===== config.mk =====
export PLATFORM = sky130hd
export DESIGN_NAME = sync_fifo_flags
export DESIGN_NICKNAME = d
export VERILOG_FILES = /design/src/rtl/sync_fifo_pkg.sv /design/src/rtl/sync_fifo_ptr.sv /design/src/rtl/sync_fifo_flags.sv
export SDC_FILE = /design/constraint.sdc
export NUM_CORES = 1
export LEC_CHECK = 0
export CORE_MARGIN = 2
export CORE_UTILIZATION = 60
export CTS_BUF_LIST = sky130_fd_sc_hd__clkbuf_8
export DETAILED_ROUTE_END_ITERATION = 7
export PLACE_DENSITY_LB_ADDON = 0.1
export SETUP_SLACK_MARGIN = 0.2
export SYNTH_ARGS = -nofsm -noshare
export SYNTH_HDL_FRONTEND = slang
export SYNTH_SLANG_ARGS = --single-unit

===== constraint.sdc =====
create_clock -name clk -period 3.15 [get_ports clk]
set_input_delay 0.63 -clock clk [delete_from_list [all_inputs] [get_ports clk]]
set_output_delay 0.63 -clock clk [all_outputs]
set_load 0.02 [all_outputs]

===== src/rtl/sync_fifo_pkg.sv =====
// Shared defaults, width helpers and configuration check for the flagged sync FIFO.
// Optional first-word-fall-through read mode is selected by SYNC_FIFO_FWFT_EN.
package sync_fifo_pkg;

  localparam int DEF_WIDTH     = 8;
  localparam int DEF_DEPTH     = 16;
  localparam int DEF_AF_THRESH = DEF_DEPTH - 2;
  localparam int DEF_AE_THRESH = 2;

  function automatic int ptr_w(input int depth);
    return (depth > 1) ? $clog2(depth) : 1;
  endfunction

  function automatic int cnt_w(input int depth);
    return $clog2(depth + 1);
  endfunction

  function automatic bit cfg_ok(input int depth, input int af, input int ae);
    return (depth >= 2) && (af >= 1) && (af <= depth) && (ae >= 0) && (ae <= depth - 1);
  endfunction

endpackage


===== src/rtl/sync_fifo_ptr.sv =====
// Pointer register that wraps from DEPTH-1 to 0 by explicit compare, so any DEPTH works.
module sync_fifo_ptr
  import sync_fifo_pkg::*;
#(
  parameter int DEPTH     = DEF_DEPTH,
  parameter int PTR_WIDTH = ptr_w(DEPTH)
) (
  input  logic                 clk,
  input  logic                 rst,
  input  logic                 clr,
  input  logic                 inc,
  output logic [PTR_WIDTH-1:0] ptr
);

  localparam logic [PTR_WIDTH-1:0] LAST = PTR_WIDTH'(DEPTH - 1);

  logic [PTR_WIDTH-1:0] ptr_d, ptr_q;

  always_comb begin
    ptr_d = ptr_q;
    if (clr) begin
      ptr_d = '0;
    end else if (inc) begin
      ptr_d = (ptr_q == LAST) ? '0 : ptr_q + PTR_WIDTH'(1);
    end
  end

  always_ff @(posedge clk) begin
    if (rst) begin
      ptr_q <= '0;
    end else begin
      ptr_q <= ptr_d;
    end
  end

  assign ptr = ptr_q;

endmodule


===== src/rtl/sync_fifo_flags.sv =====
// Parametrised synchronous FIFO with occupancy count, watermark flags, flush and error pulses.
// Define SYNC_FIFO_FWFT_EN for first-word-fall-through reads; default is a registered read.
module sync_fifo_flags
  import sync_fifo_pkg::*;
#(
  parameter  int WIDTH     = DEF_WIDTH,
  parameter  int DEPTH     = DEF_DEPTH,
  parameter  int AF_THRESH = DEPTH - 2,
  parameter  int AE_THRESH = DEF_AE_THRESH,
  localparam int PTR_WIDTH = ptr_w(DEPTH),
  localparam int CNT_WIDTH = cnt_w(DEPTH)
) (
  input  logic                 clk,
  input  logic                 rst,
  input  logic                 clr,
  input  logic                 wr_en,
  input  logic [WIDTH-1:0]     wdata,
  input  logic                 rd_en,
  output logic [WIDTH-1:0]     rdata,
  output logic                 full,
  output logic                 empty,
  output logic                 almost_full,
  output logic                 almost_empty,
  output logic [CNT_WIDTH-1:0] count,
  output logic                 wr_err,
  output logic                 rd_err
);

  generate
    if (!cfg_ok(DEPTH, AF_THRESH, AE_THRESH)) begin : g_bad_cfg
      $error("sync_fifo_flags: illegal DEPTH/AF_THRESH/AE_THRESH combination");
    end
  endgenerate

  logic [PTR_WIDTH-1:0] rd_ptr, wr_ptr;
  logic [WIDTH-1:0]     mem [DEPTH];

  logic                 flush, rd_go, wr_go;
  logic [CNT_WIDTH-1:0] count_d, count_q;
  logic                 full_d, full_q, empty_d, empty_q;
  logic                 af_d, af_q, ae_d, ae_q;
  logic                 wr_err_d, wr_err_q, rd_err_d, rd_err_q;

  // A read frees a slot in the same cycle, so a full FIFO still accepts a paired write.
  always_comb begin
    flush    = rst || clr;
    rd_go    = !flush && rd_en && !empty_q;
    wr_go    = !flush && wr_en && (!full_q || rd_go);
    wr_err_d = !flush && wr_en && !wr_go;
    rd_err_d = !flush && rd_en && !rd_go;

    count_d = count_q;
    if (flush) begin
      count_d = '0;
    end else if (wr_go && !rd_go) begin
      count_d = count_q + CNT_WIDTH'(1);
    end else if (rd_go && !wr_go) begin
      count_d = count_q - CNT_WIDTH'(1);
    end

    full_d  = (count_d == CNT_WIDTH'(DEPTH));
    empty_d = (count_d == '0);
    af_d    = (count_d >= CNT_WIDTH'(AF_THRESH));
    ae_d    = (count_d <= CNT_WIDTH'(AE_THRESH));
  end

  always_ff @(posedge clk) begin
    if (rst) begin
      count_q  <= '0;
      full_q   <= 1'b0;
      empty_q  <= 1'b1;
      af_q     <= 1'b0;
      ae_q     <= 1'b1;
      wr_err_q <= 1'b0;
      rd_err_q <= 1'b0;
    end else begin
      count_q  <= count_d;
      full_q   <= full_d;
      empty_q  <= empty_d;
      af_q     <= af_d;
      ae_q     <= ae_d;
      wr_err_q <= wr_err_d;
      rd_err_q <= rd_err_d;
    end
  end

  always_ff @(posedge clk) begin
    if (wr_go) begin
      mem[wr_ptr] <= wdata;
    end
  end

  sync_fifo_ptr #(.DEPTH(DEPTH), .PTR_WIDTH(PTR_WIDTH)) u_wr_ptr (
    .clk (clk),
    .rst (rst),
    .clr (clr),
    .inc (wr_go),
    .ptr (wr_ptr)
  );

  sync_fifo_ptr #(.DEPTH(DEPTH), .PTR_WIDTH(PTR_WIDTH)) u_rd_ptr (
    .clk (clk),
    .rst (rst),
    .clr (clr),
    .inc (rd_go),
    .ptr (rd_ptr)
  );

`ifdef SYNC_FIFO_FWFT_EN
  // Head word is presented directly; content is meaningless while empty.
  assign rdata = mem[rd_ptr];
`else
  logic [WIDTH-1:0] rdata_d, rdata_q;

  always_comb begin
    rdata_d = rd_go ? mem[rd_ptr] : rdata_q;
  end

  always_ff @(posedge clk) begin
    if (rst) begin
      rdata_q <= '0;
    end else begin
      rdata_q <= rdata_d;
    end
  end

  assign rdata = rdata_q;
`endif

  assign count        = count_q;
  assign full         = full_q;
  assign empty        = empty_q;
  assign almost_full  = af_q;
  assign almost_empty = ae_q;
  assign wr_err       = wr_err_q;
  assign rd_err       = rd_err_q;

endmodule

==> insert_results.sql, run 1 <==
INSERT INTO impl_metrics (metric_group, metric, value, unit) VALUES
('run_status', 'result_of_the_run', 'finished clean', ''),
('timing', 'finalHoldViolations', '0', ''),
('power', 'power.share.sequential', '57.0', '%'),
('hold_path', 'whs_path_depth', '2', ''),
('timing', 'finalMaxSlewViolations', '0', ''),
('timing', 'transition_at_the_pin_with_the_smallest_max_transition_slack', '721', 'ps'),
('logic_synthesis', 'synthesis.yosys.warnings', '0', ''),
('finish', 'fillCellCount', '669', ''),
('logic_synthesis', 'post_synth_inst_count', '371', ''),
('clocking', 'cts.htree.levels', '4', ''),
('logic_synthesis', 'async_flop_share', '0', '%'),
('finish', 'finish.instance_area', '7190', 'sq um'),
('setup_path', 'crit-reg2reg-launch', 'count[0]$_SDFF_PP0_', ''),
('timing', 'timing.final.ws_setup', '839', 'ps'),
('timing', 'rsz_0062_raised_after_global_routing', 'false', ''),
('setup_path', 'cpLargestDelayFamily', 'buffers and inverters', ''),
('logic_synthesis', 'synth-simple-area-share', '6.77', '%'),
('place', 'gpl.final_weighted_congestion', '0.951', ''),
('drt', 'via_per_inst', '6.10', ''),
('run', 'drv_cap', '0', ''),
('global_routing', 'antenna_violations_before_repair', '0', ''),
('setup_path', 'worst-setup-path-type', 'in2reg', ''),
('hold_path', 'holdCritPathClass', 'reg2reg', ''),
('logic_synthesis', 'synth_area', '6190', 'sq um'),
('clocking', 'cts.hold.buffers_added', '0', ''),
('logic_synthesis', 'ys_types', '49', ''),
('timing', 'final_clock_skew', '15.3', 'ps'),
('place', 'hpwlAfterDp', '8.03', 'mm'),
('finish', 'fin_cells', '575', ''),
('timing', 'layout_worst_path_cycle_share', '73.4', '%'),
('floorplanning', 'die_area', '11100', 'sq um'),
('setup_path', 'timing.critical_path.slowest_cell_delay', '450', 'ps'),
('floorplanning', 'x_dimension_of_the_die', '106', 'microns'),
('setup_path', 'timing.rr.end', 'full$_SDFF_PP0_', ''),
('setup_path', 'timing.critical_path.depth', '7', ''),
('finish', 'final_net_count', '446', ''),
('floorplanning', 'rows', '37', ''),
('drt', 'drc', '0', ''),
('logic_synthesis', 'synth.net_count', '391', ''),
('clocking', 'clock_sink_count', '155', ''),
('drt', 'ant_nets', '0', ''),
('clocking', 'tritoncts', 'built', ''),
('floorplanning', 'fp.dieH', '106', 'microns'),
('power', 'switching_power', '0.805', 'mW'),
('setup_path', 'critical_path.endpoint_type', 'flip-flop', ''),
('clocking', 'reg_clk_slew_reported_paths', '90', 'ps'),
('place', 'placedCellCount', '543', ''),
('finish', 'drive_above_1_share', '22.3', '%'),
('clocking', 'cts_root_buffer', 'sky130_fd_sc_hd__clkbuf_8', ''),
('place', 'io_buffer_count', '31', ''),
('timing', 'maxSlewHeadroom', '51.8', '%'),
('logic_synthesis', 'synth_top_area_share', '62.1', '%'),
('logic_synthesis', 'dominant_cell_type_by_area_after_synthesis', 'sky130_fd_sc_hd__edfxtp_1', ''),
('logic_synthesis', 'post_synth_xor_area_fraction', '0.566', '%'),
('floorplanning', 'coreArea', '10200', 'sq um'),
('logic_synthesis', 'yosys_register_bits', '155', ''),
('setup_path', 'worst-path-max-fanout', '10', ''),
('setup_path', 'crit_path_top_delay_cell', 'sky130_fd_sc_hd__clkdlybuf4s50_1', ''),
('setup_path', 'worst-endpoint-required', '3540', 'ps'),
('timing', 'layout_min_cycle_time', '2310', 'ps'),
('drt', 'num_vias', '3508', ''),
('setup_path', 'type_of_origin_of_the_critical_path', 'primary input', ''),
('logic_synthesis', 'largest_family_of_logic_cells_by_synthesized_area', 'multiplexers', ''),
('setup_path', 'worst-r2r-setup-slack', '1120', 'ps'),
('setup_path', 'timing.critical_path.cells', 'clkdlybuf4s50_1 > or2_1 > buf_4 > nor3_2 > a41oi_1 > xor2_1 > a41o_1', ''),
('global_routing', 'first_pass_grt_wire_length', '19.8', 'mm'),
('clocking', 'clock_insertion_delay_worst_skew', '440', 'ps'),
('logic_synthesis', 'ys_dominant_reg_cell', 'sky130_fd_sc_hd__edfxtp_1', ''),
('logic_synthesis', 'synth-compound-area-share', '6.81', '%'),
('drt', 'wirelength', '12.6', 'mm'),
('hold_path', 'timing.hold.worst_endpoint', 'rdata[7]$_SDFFE_PP0P_', '');
-- placed cells by master, fill, tap and decap left out, types with 2 or more instances in the layout --
cell,count
sky130_fd_sc_hd__clkinv_4,2
sky130_fd_sc_hd__mux4_2,32
sky130_fd_sc_hd__inv_1,8
sky130_fd_sc_hd__bufinv_16,3
sky130_fd_sc_hd__a31o_2,2
sky130_fd_sc_hd__a21oi_1,24
sky130_fd_sc_hd__a22oi_1,16
sky130_fd_sc_hd__or2_1,2
sky130_fd_sc_hd__a31oi_1,2
sky130_fd_sc_hd__nor2b_1,3
sky130_fd_sc_hd__or4_1,2
sky130_fd_sc_hd__edfxtp_1,128
sky130_fd_sc_hd__clkinv_2,3
sky130_fd_sc_hd__o32a_1,2
sky130_fd_sc_hd__nor3_1,8
sky130_fd_sc_hd__nand2_1,17
sky130_fd_sc_hd__o21ai_0,5
sky130_fd_sc_hd__inv_4,2
sky130_fd_sc_hd__clkbuf_8,19
sky130_fd_sc_hd__dfxtp_1,26
sky130_fd_sc_hd__ha_1,7
sky130_fd_sc_hd__nand2b_1,4
sky130_fd_sc_hd__inv_6,3
sky130_fd_sc_hd__buf_4,25
sky130_fd_sc_hd__clkdlybuf4s50_1,31
sky130_fd_sc_hd__nor2_1,33
sky130_fd_sc_hd__xor2_1,3
-- worst max path at each step --
stage	end	from	slack, ps
floorplan	mem[3][0]$_DFFE_PP_	clr	610
global placement	mem[3][4]$_DFFE_PP_	clr	470
detailed placement	full$_SDFF_PP0_	rst	440
CTS	mem[3][5]$_DFFE_PP_	clr	900
global route	almost_empty$_SDFF_PP1_	clr	730
finish	almost_empty$_SDFF_PP1_	clr	840
-- registers in the layout, summed over array words and instances, names as in the netlist, 4 cells and up --
signal	cells
rdata	8
count	5
u_rd_ptr.ptr	4
mem	128
u_wr_ptr.ptr	4
-- final cells by class --
cell class | count | area, sq um | share of cell area [%]
sequential | 155 | 4390 | 61.0
timing repair buffer | 56 | 498 | 6.93
inverter | 8 | 30.0 | 0.418
tap | 136 | 170 | 2.37
multi-input combinational | 188 | 1680 | 23.4
clock inverter | 13 | 161 | 2.24
clock buffer | 19 | 262 | 3.64
-- Yosys cell counts (2+ instances only) --
cell and number:
sky130_fd_sc_hd__a31o_2 2, sky130_fd_sc_hd__or2_1 2, sky130_fd_sc_hd__o32a_1 2, sky130_fd_sc_hd__or4_1 2, sky130_fd_sc_hd__edfxtp_1 128, sky130_fd_sc_hd__ha_1 7
sky130_fd_sc_hd__buf_2 6, sky130_fd_sc_hd__nand2_1 17, sky130_fd_sc_hd__mux4_2 32, sky130_fd_sc_hd__nand2b_1 4, sky130_fd_sc_hd__nor2_1 33, sky130_fd_sc_hd__nor3_1 8
sky130_fd_sc_hd__a31oi_1 2, sky130_fd_sc_hd__a21oi_1 24, sky130_fd_sc_hd__inv_1 8, sky130_fd_sc_hd__a22oi_1 16, sky130_fd_sc_hd__dfxtp_1 27, sky130_fd_sc_hd__buf_1 5
sky130_fd_sc_hd__o21ai_0 5, sky130_fd_sc_hd__xor2_1 3, sky130_fd_sc_hd__nor2b_1 3, sky130_fd_sc_hd__clkbuf_1 8
-- power groups by stage --
stage | registers, mW | logic (mW) | clock network (mW)
final | 2.23 | 0.129 | 1.55
after global routing | 2.23 | 0.139 | 1.67
after CTS | 2.23 | 0.129 | 1.58
after detailed placement | 2.27 | 0.128 | 0
after global placement | 2.27 | 0.123 | 0
after floorplan | 2.28 | 0.0544 | 0
-- per-layer routing --
metal / wire length [microns] / share of wire (%) / GRT usage [%] / vias up
li1: - / - / - / 1578
met3: 819 / 6.5 / 6.62 / 13
met5: 0 / 0 / 0 / -
met1: 5240 / 42 / 33.8 / 1779
met4: 214 / 1.7 / 8.93 / 0
met2: 6330 / 50 / 38.4 / 138
-- tightest hold or removal path, cell delays in order (launching register included) --
cell and delay [ps]:
sky130_fd_sc_hd__dfxtp_1 330, sky130_fd_sc_hd__a21oi_1 60, sky130_fd_sc_hd__nor2_1 70
-- cell families after synthesis --
family	after synthesis
flops	155
simple gates	84
compound gates	61
mux	32
buf+inv	28
fa+ha+maj	7
xor+xnor	4
(Power assumes the default switching activity.)
==> run 2: changes to the inputs <==
==> constraint.sdc (replaced) <==
create_clock -name clk -period 2.3 [get_ports clk]
set_input_delay 0.46 -clock clk [delete_from_list [all_inputs] [get_ports clk]]
set_output_delay 0.46 -clock clk [all_outputs]
set_load 0.02 [all_outputs]
==> insert_results.sql, run 2 (synthesized netlist as in run 1, its figures left out) <==
INSERT INTO impl_metrics (metric_group, metric, value, unit) VALUES
('timing', 'final.hold.worst_slack', '496', 'ps'),
('place', 'hpwlAfterDp', '8.41', 'mm'),
('setup_path', 'worst-endpoint-required', '1840', 'ps'),
('global_routing', 'grt_util_met1', '31.1', '%'),
('finish', 'final_net_count', '458', ''),
('setup_path', 'worst-setup-path-type', 'reg2out', ''),
('floorplanning', 'fp.dieH', '106', 'microns'),
('finish', 'registers.top_by_ff_count', 'mem', ''),
('clocking', 'cts.hold.buffers_added', '0', ''),
('setup_path', 'cpLargestDelayFamily', 'buffers and inverters', ''),
('floorplanning', 'floorplan.io_pins', '32', ''),
('clocking', 'cts.htree.levels', '4', ''),
('global_routing', 'first_global_vias', '3574', ''),
('timing', 'rsz_0062_raised_after_global_routing', 'false', ''),
('hold_path', 'holdCritPathClass', 'reg2reg', ''),
('setup_path', 'timing.rr.end', 'rdata[1]$_SDFFE_PP0P_', ''),
('clocking', 'cts_root_buffer', 'sky130_fd_sc_hd__clkbuf_8', ''),
('drt', 'num_vias', '3531', ''),
('place', 'io_buffer_count', '31', ''),
('setup_path', 'timing.critical_path.cells', 'clkdlybuf4s50_1', ''),
('clocking', 'postCtsSetupRepairBufs', '0', ''),
('global_routing', 'grt_busiest_layer', 'met2', ''),
('timing', 'layout_worst_path_cycle_share', '88.5', '%'),
('drt', 'drc', '0', ''),
('floorplanning', 'coreArea', '10200', 'sq um'),
('timing', 'finalMaxSlewViolations', '0', ''),
('global_routing', 'antenna_violations_before_repair', '0', ''),
('finish', 'largest_register_ffs', '128', ''),
('place', 'dpl-instance-area', '6980', 'sq um'),
('setup_path', 'type_of_origin_of_the_critical_path', 'flip-flop', ''),
('clocking', 'clock_insertion_delay_worst_skew', '430', 'ps'),
('power', 'power.share.combinational', '3.5', '%'),
('timing', 'transition_at_the_pin_with_the_smallest_max_transition_slack', '718', 'ps'),
('timing', 'setup-violations-final', '0', ''),
('power', 'power.share.sequential', '57.0', '%'),
('drt', 'via_per_inst', '6.02', ''),
('timing', 'final_clock_skew', '8.34', 'ps'),
('clocking', 'tritoncts', 'built', ''),
('finish', 'layout.cells.most_common_list', '128 x sky130_fd_sc_hd__edfxtp_1, 32 x sky130_fd_sc_hd__mux4_2, 30 x sky130_fd_sc_hd__clkdlybuf4s50_1, 27 x sky130_fd_sc_hd__nor2_1, 27 x sky130_fd_sc_hd__buf_4', ''),
('clocking', 'reg_clk_slew_reported_paths', '80', 'ps'),
('global_routing', 'overflow', '0', ''),
('global_routing', 'first_pass_grt_wire_length', '19.7', 'mm'),
('finish', 'multi_input_gate_area_in_the_final_layout', '1710', 'sq um'),
('power', 'ir_worst_vdd', '517', 'uV'),
('global_routing', 'globalRouteMet3Util', '5.44', '%'),
('setup_path', 'critical_path.endpoint_type', 'output port', ''),
('place', 'gpl.final_weighted_congestion', '0.910', ''),
('finish', 'antenna_cells', '0', ''),
('hold_path', 'timing.hold.worst_endpoint', 'rdata[6]$_SDFFE_PP0P_', ''),
('power', 'power_per_cell_area', '720', 'nW/um^2'),
('setup_path', 'crit-reg2reg-launch', 'u_rd_ptr.ptr[0]$_SDFFE_PP0P_', ''),
('hold_path', 'whs_path_depth', '2', ''),
('clocking', 'cts_buffers', '17', ''),
('setup_path', 'critical_path.n_buffers_inverters', '1', ''),
('power', 'internal_power', '4.28', 'mW'),
('drt', 'ant_nets', '0', ''),
('power', 'power_frac_clock', '39.5', '%'),
('global_routing', 'track_usage', '24.8', '%'),
('finish', 'finish.instance_area', '7430', 'sq um'),
('setup_path', 'timing.critical_path.arrival', '1580', 'ps'),
('clocking', 'post_cts_gate_resize_count', '0', ''),
('power', 'leakage_power_figure', '2.43', 'nW'),
('setup_path', 'worst_r2r_path_depth', '6', ''),
('drt', 'routed_wire_length_per_instance', '22.1', 'microns'),
('timing', 'layout_min_cycle_time', '2040', 'ps'),
('clocking', 'clock_sink_count', '155', ''),
('finish', 'syn2layout_area_growth', '20.0', '%'),
('hold_path', 'timing.hold.worst.start', 'rdata[6]$_SDFFE_PP0P_', ''),
('floorplanning', 'rows', '37', ''),
('power', 'power.share.switching', '20.0', '%'),
('finish', 'layout.area.seq', '4390', 'sq um'),
('setup_path', 'crit_path_top_delay_cell', 'sky130_fd_sc_hd__clkdlybuf4s50_1', ''),
('drt', 'drt_first_pass_iters', '5', ''),
('finish', 'fillCellCount', '662', ''),
('finish', 'layout_commonest_cell', 'sky130_fd_sc_hd__edfxtp_1', ''),
('run_status', 'result_of_the_run', 'finished clean', ''),
('run', 'drv_cap', '0', ''),
('floorplanning', 'x_dimension_of_the_die', '106', 'microns'),
('setup_path', 'timing.critical_path.slowest_cell_delay', '660', 'ps'),
('timing', 'maxSlewHeadroom', '52.0', '%'),
('timing', 'tns', '0', 'ps'),
('timing', 'finalHoldViolations', '0', ''),
('power', 'switching_power', '1.07', 'mW'),
('clocking', 'cts.path.max_buffers', '2', ''),
('timing', 'maxClockFrequency', '0.491', 'GHz'),
('drt', 'initialDrtViolationCount', '207', ''),
('setup_path', 'worst-path-max-fanout', '6', ''),
('floorplanning', 'initial_core_util', '60.8', '%'),
('floorplanning', 'die_area', '11100', 'sq um'),
('finish', 'drive_above_1_share', '25.9', '%'),
('global_routing', 'grt_max_degree', '36', ''),
('drt', 'wirelength', '13.0', 'mm'),
('global_routing', 'grt_use_met2', '42.4', '%'),
('setup_path', 'worst-r2r-setup-slack', '340', 'ps');
## run 2: through the flow
stage / cells / worst slack, ps / util [%] / power (mW)
floorplan: 371 / -32.3 / - / 3.19
global placement: 554 / -151 / 68.5 / 3.29
detailed placement: 554 / -223 / 68.5 / 3.30
CTS: 586 / 221 / 72.6 / 5.38
global route: 587 / 210 / 72.9 / 5.51
finish: 587 / 264 / 72.9 / 5.35
## run 2: layout make-up
| cell class | instances | area share (%) |
|---|---|---|
| Sequential cell | 155 | 59.0 |
| Multi-Input combinational cell | 188 | 23.1 |
| Timing Repair Buffer | 68 | 9.59 |
| Clock buffer | 17 | 3.15 |
| Clock inverter | 15 | 2.44 |
| Tap cell | 136 | 2.29 |
| Inverter | 8 | 0.404 |
## run 2: power groups by stage
| stage | clock network, mW | registers, mW | logic (mW) |
|---|---|---|---|
| after CTS | 2.14 | 3.05 | 0.186 |
| after global routing | 2.26 | 3.05 | 0.202 |
| after floorplan | 0 | 3.12 | 0.0751 |
| after detailed placement | 0 | 3.11 | 0.185 |
| after global placement | 0 | 3.11 | 0.182 |
| final | 2.11 | 3.05 | 0.187 |
## run 2: worst max-delay path by stage
stage | start | endpoint | cells after the start
after floorplan | clr | mem[1][0]$_DFFE_PP_ | 5
after global placement | rst | mem[3][7]$_DFFE_PP_ | 6
after detailed placement | rst | mem[3][0]$_DFFE_PP_ | 6
after CTS | rst | mem[3][6]$_DFFE_PP_ | 6
after global routing | full$_SDFF_PP0_ | full | 1
final | full$_SDFF_PP0_ | full | 1
## run 2: layer usage
layer  wire [microns]  vias to the layer above
met5                0                        -
met4              254                        0
met3              724                       21
met2             6770                      131
met1             5200                     1781
li1                 -                     1598
==> run 3: changes to the inputs <==
--- a/config.mk
+++ b/config.mk
@@ -5,10 +5,11 @@
 export SDC_FILE = /design/constraint.sdc
 export NUM_CORES = 1
 export LEC_CHECK = 0
-export CORE_MARGIN = 2
+export CORE_MARGIN = 5
 export CORE_UTILIZATION = 60
 export CTS_BUF_LIST = sky130_fd_sc_hd__clkbuf_8
 export DETAILED_ROUTE_END_ITERATION = 7
+export HOLD_SLACK_MARGIN = 0.08
 export PLACE_DENSITY_LB_ADDON = 0.1
 export SETUP_SLACK_MARGIN = 0.2
 export SYNTH_ARGS = -nofsm -noshare
==> insert_results.sql, run 3 (synthesized netlist as in run 1, its figures left out) <==
INSERT INTO impl_metrics (metric_group, metric, value, unit) VALUES
('timing', 'finalMaxSlewViolations', '0', ''),
('setup_path', 'crit_path_top_delay_cell', 'sky130_fd_sc_hd__clkdlybuf4s50_1', ''),
('setup_path', 'worst-path-max-fanout', '8', ''),
('drt', 'wirelength', '12.1', 'mm'),
('finish', 'antenna_cells', '0', ''),
('power', 'power_per_cell_area', '722', 'nW/um^2'),
('clocking', 'cts_root_buffer', 'sky130_fd_sc_hd__clkbuf_8', ''),
('drt', 'routed_wire_length_per_instance', '20.5', 'microns'),
('floorplanning', 'fp.dieH', '112', 'microns'),
('power', 'power_frac_clock', '39.3', '%'),
('drt', 'via_per_inst', '5.91', ''),
('place', 'placedCellCount', '557', ''),
('global_routing', 'grt_max_degree', '22', ''),
('setup_path', 'cpLargestDelayFamily', 'simple AND/OR/NAND/NOR gates', ''),
('timing', 'setup-violations-final', '0', ''),
('finish', 'layout_commonest_cell', 'sky130_fd_sc_hd__edfxtp_1', ''),
('timing', 'finalHoldViolations', '0', ''),
('setup_path', 'critical_path.endpoint_type', 'flip-flop', ''),
('floorplanning', 'rows', '37', ''),
('timing', 'maxSlewHeadroom', '57.1', '%'),
('global_routing', 'track_usage', '21.1', '%'),
('floorplanning', 'coreArea', '10200', 'sq um'),
('clocking', 'tritoncts', 'built', ''),
('clocking', 'cts.hold.buffers_added', '0', ''),
('run_status', 'result_of_the_run', 'finished clean', ''),
('clocking', 'clock_insertion_delay_worst_skew', '430', 'ps'),
('finish', 'largest_register_ffs', '128', ''),
('finish', 'final_net_count', '461', ''),
('place', 'io_buffer_count', '31', ''),
('power', 'power.share.sequential', '57.2', '%'),
('floorplanning', 'x_dimension_of_the_die', '112', 'microns'),
('global_routing', 'overflow', '0', ''),
('power', 'leakage_power_figure', '2.45', 'nW'),
('finish', 'registers.top_by_ff_count', 'mem', ''),
('timing', 'rsz_0062_raised_after_global_routing', 'true', ''),
('setup_path', 'timing.critical_path.arrival', '2150', 'ps'),
('run', 'drv_cap', '0', ''),
('timing', 'transition_at_the_pin_with_the_smallest_max_transition_slack', '641', 'ps'),
('hold_path', 'holdCritPathClass', 'reg2reg', ''),
('setup_path', 'worst-setup-path-type', 'in2reg', ''),
('clocking', 'cts.htree.levels', '4', ''),
('floorplanning', 'floorplan.io_pins', '32', ''),
('global_routing', 'antenna_violations_before_repair', '0', ''),
('finish', 'layout.cells.most_common_list', '128 x sky130_fd_sc_hd__edfxtp_1, 34 x sky130_fd_sc_hd__buf_4, 32 x sky130_fd_sc_hd__mux4_2, 30 x sky130_fd_sc_hd__clkdlybuf4s50_1, 27 x sky130_fd_sc_hd__nor2_1', ''),
('setup_path', 'type_of_origin_of_the_critical_path', 'primary input', ''),
('power', 'internal_power', '4.29', 'mW'),
('clocking', 'cts.path.max_buffers', '2', ''),
('drt', 'drc', '0', ''),
('drt', 'drt_first_pass_iters', '4', ''),
('clocking', 'clock_sink_count', '155', ''),
('floorplanning', 'initial_core_util', '60.8', '%'),
('finish', 'syn2layout_area_growth', '19.5', '%'),
('finish', 'multi_input_gate_area_in_the_final_layout', '1710', 'sq um'),
('power', 'power.share.switching', '19.6', '%'),
('timing', 'maxClockFrequency', '0.495', 'GHz'),
('place', 'gpl.final_weighted_congestion', '0.838', ''),
('setup_path', 'timing.critical_path.cells', 'clkdlybuf4s50_1 > or2_1 > a211oi_4 > nand2_1 > nor3_2 > buf_4', ''),
('clocking', 'cts_buffers', '17', ''),
('drt', 'num_vias', '3484', ''),
('clocking', 'reg_clk_slew_reported_paths', '80', 'ps'),
('power', 'switching_power', '1.05', 'mW'),
('finish', 'fin_cells', '590', ''),
('finish', 'final_util', '72.6', '%'),
('finish', 'fillCellCount', '651', ''),
('timing', 'final_clock_skew', '11.4', 'ps'),
('setup_path', 'worst-endpoint-required', '2430', 'ps'),
('power', 'ir_worst_vdd', '398', 'uV'),
('power', 'power.share.combinational', '3.5', '%'),
('power', 'finalPower', '5.33', 'mW'),
('global_routing', 'first_global_vias', '3549', ''),
('setup_path', 'critical_path.n_buffers_inverters', '2', ''),
('timing', 'layout_min_cycle_time', '2020', 'ps'),
('place', 'hpwlAfterDp', '8.23', 'mm'),
('setup_path', 'timing.critical_path.slowest_cell_delay', '440', 'ps'),
('drt', 'ant_nets', '0', ''),
('global_routing', 'first_pass_grt_wire_length', '19.7', 'mm'),
('drt', 'initialDrtViolationCount', '332', ''),
('floorplanning', 'die_area', '12400', 'sq um'),
('finish', 'layout.area.seq', '4390', 'sq um'),
('finish', 'drive_above_1_share', '26.4', '%'),
('timing', 'layout_worst_path_cycle_share', '87.7', '%');
[run 3: area by class of cell]
class | instances | share of cell area (%)
clock inverters | 15 | 2.45
inverters | 8 | 0.406
repair buffers | 71 | 9.19
well taps | 136 | 2.30
flip-flops and latches | 155 | 59.4
multi-input cells | 188 | 23.1
clock buffers | 17 | 3.17
[run 3: power groups by stage]
stage | logic, mW | registers, mW | clock network (mW)
CTS | 0.186 | 3.05 | 2.14
global placement | 0.182 | 3.11 | 0
finish | 0.185 | 3.05 | 2.10
global route | 0.200 | 3.05 | 2.28
floorplan | 0.0751 | 3.12 | 0
detailed placement | 0.185 | 3.11 | 0
[run 3: what timing repair did]
| action | 4_1_cts | 5_1_grt |
|---|---|---|
| setup buffers | 0 | 1 |
| gates resized for setup | 0 | 4 |
| setup endpoints to repair | 0 | 65 |
[run 3: routing by layer]
metal | wire length (microns) | up-vias | track usage, %
li1 | - | 1605 | -
met1 | 5330 | 1750 | 28.8
met2 | 5970 | 118 | 34.2
met3 | 675 | 11 | 5.76
met4 | 136 | 0 | 5.35
met5 | 0 | - | 0
[run 3: through the flow]
| step | hold slack, ps | cell area (sq um) | worst slack, ps | setup TNS [ps] |
|---|---|---|---|---|
| 6_report | 492 | 7390 | 282 | 0 |
| 5_1_grt | 521 | 7390 | 197 | 0 |
| 4_1_cts | 502 | 7380 | 216 | 0 |
| 3_5_place_dp | 484 | 6960 | -207 | -15750 |
| 3_3_place_gp | 466 | 6960 | -159 | -12070 |
| 2_1_floorplan | 501 | 6210 | -32.3 | -517 |
[run 3: final timing paths]
| kind | start | slack (ps) | depth (start not counted) | end |
|---|---|---|---|---|
| setup / recovery | clr | 280 | 6 | mem[3][7]$_DFFE_PP_ |
| hold / removal | rdata[6]$_SDFFE_PP0P_ | 490 | 2 | rdata[6]$_SDFFE_PP0P_ |
| setup reg to reg | u_rd_ptr.ptr[0]$_SDFFE_PP0P_ | 310 | 6 | rdata[4]$_SDFFE_PP0P_ |
| hold reg to reg | rdata[6]$_SDFFE_PP0P_ | 490 | 2 | rdata[6]$_SDFFE_PP0P_ |
[run 3: tightest hold or removal path: stages, from the launching register on]
cell                      delay, ps
sky130_fd_sc_hd__dfxtp_1        330
sky130_fd_sc_hd__a21oi_1         60
sky130_fd_sc_hd__nor2_1          70
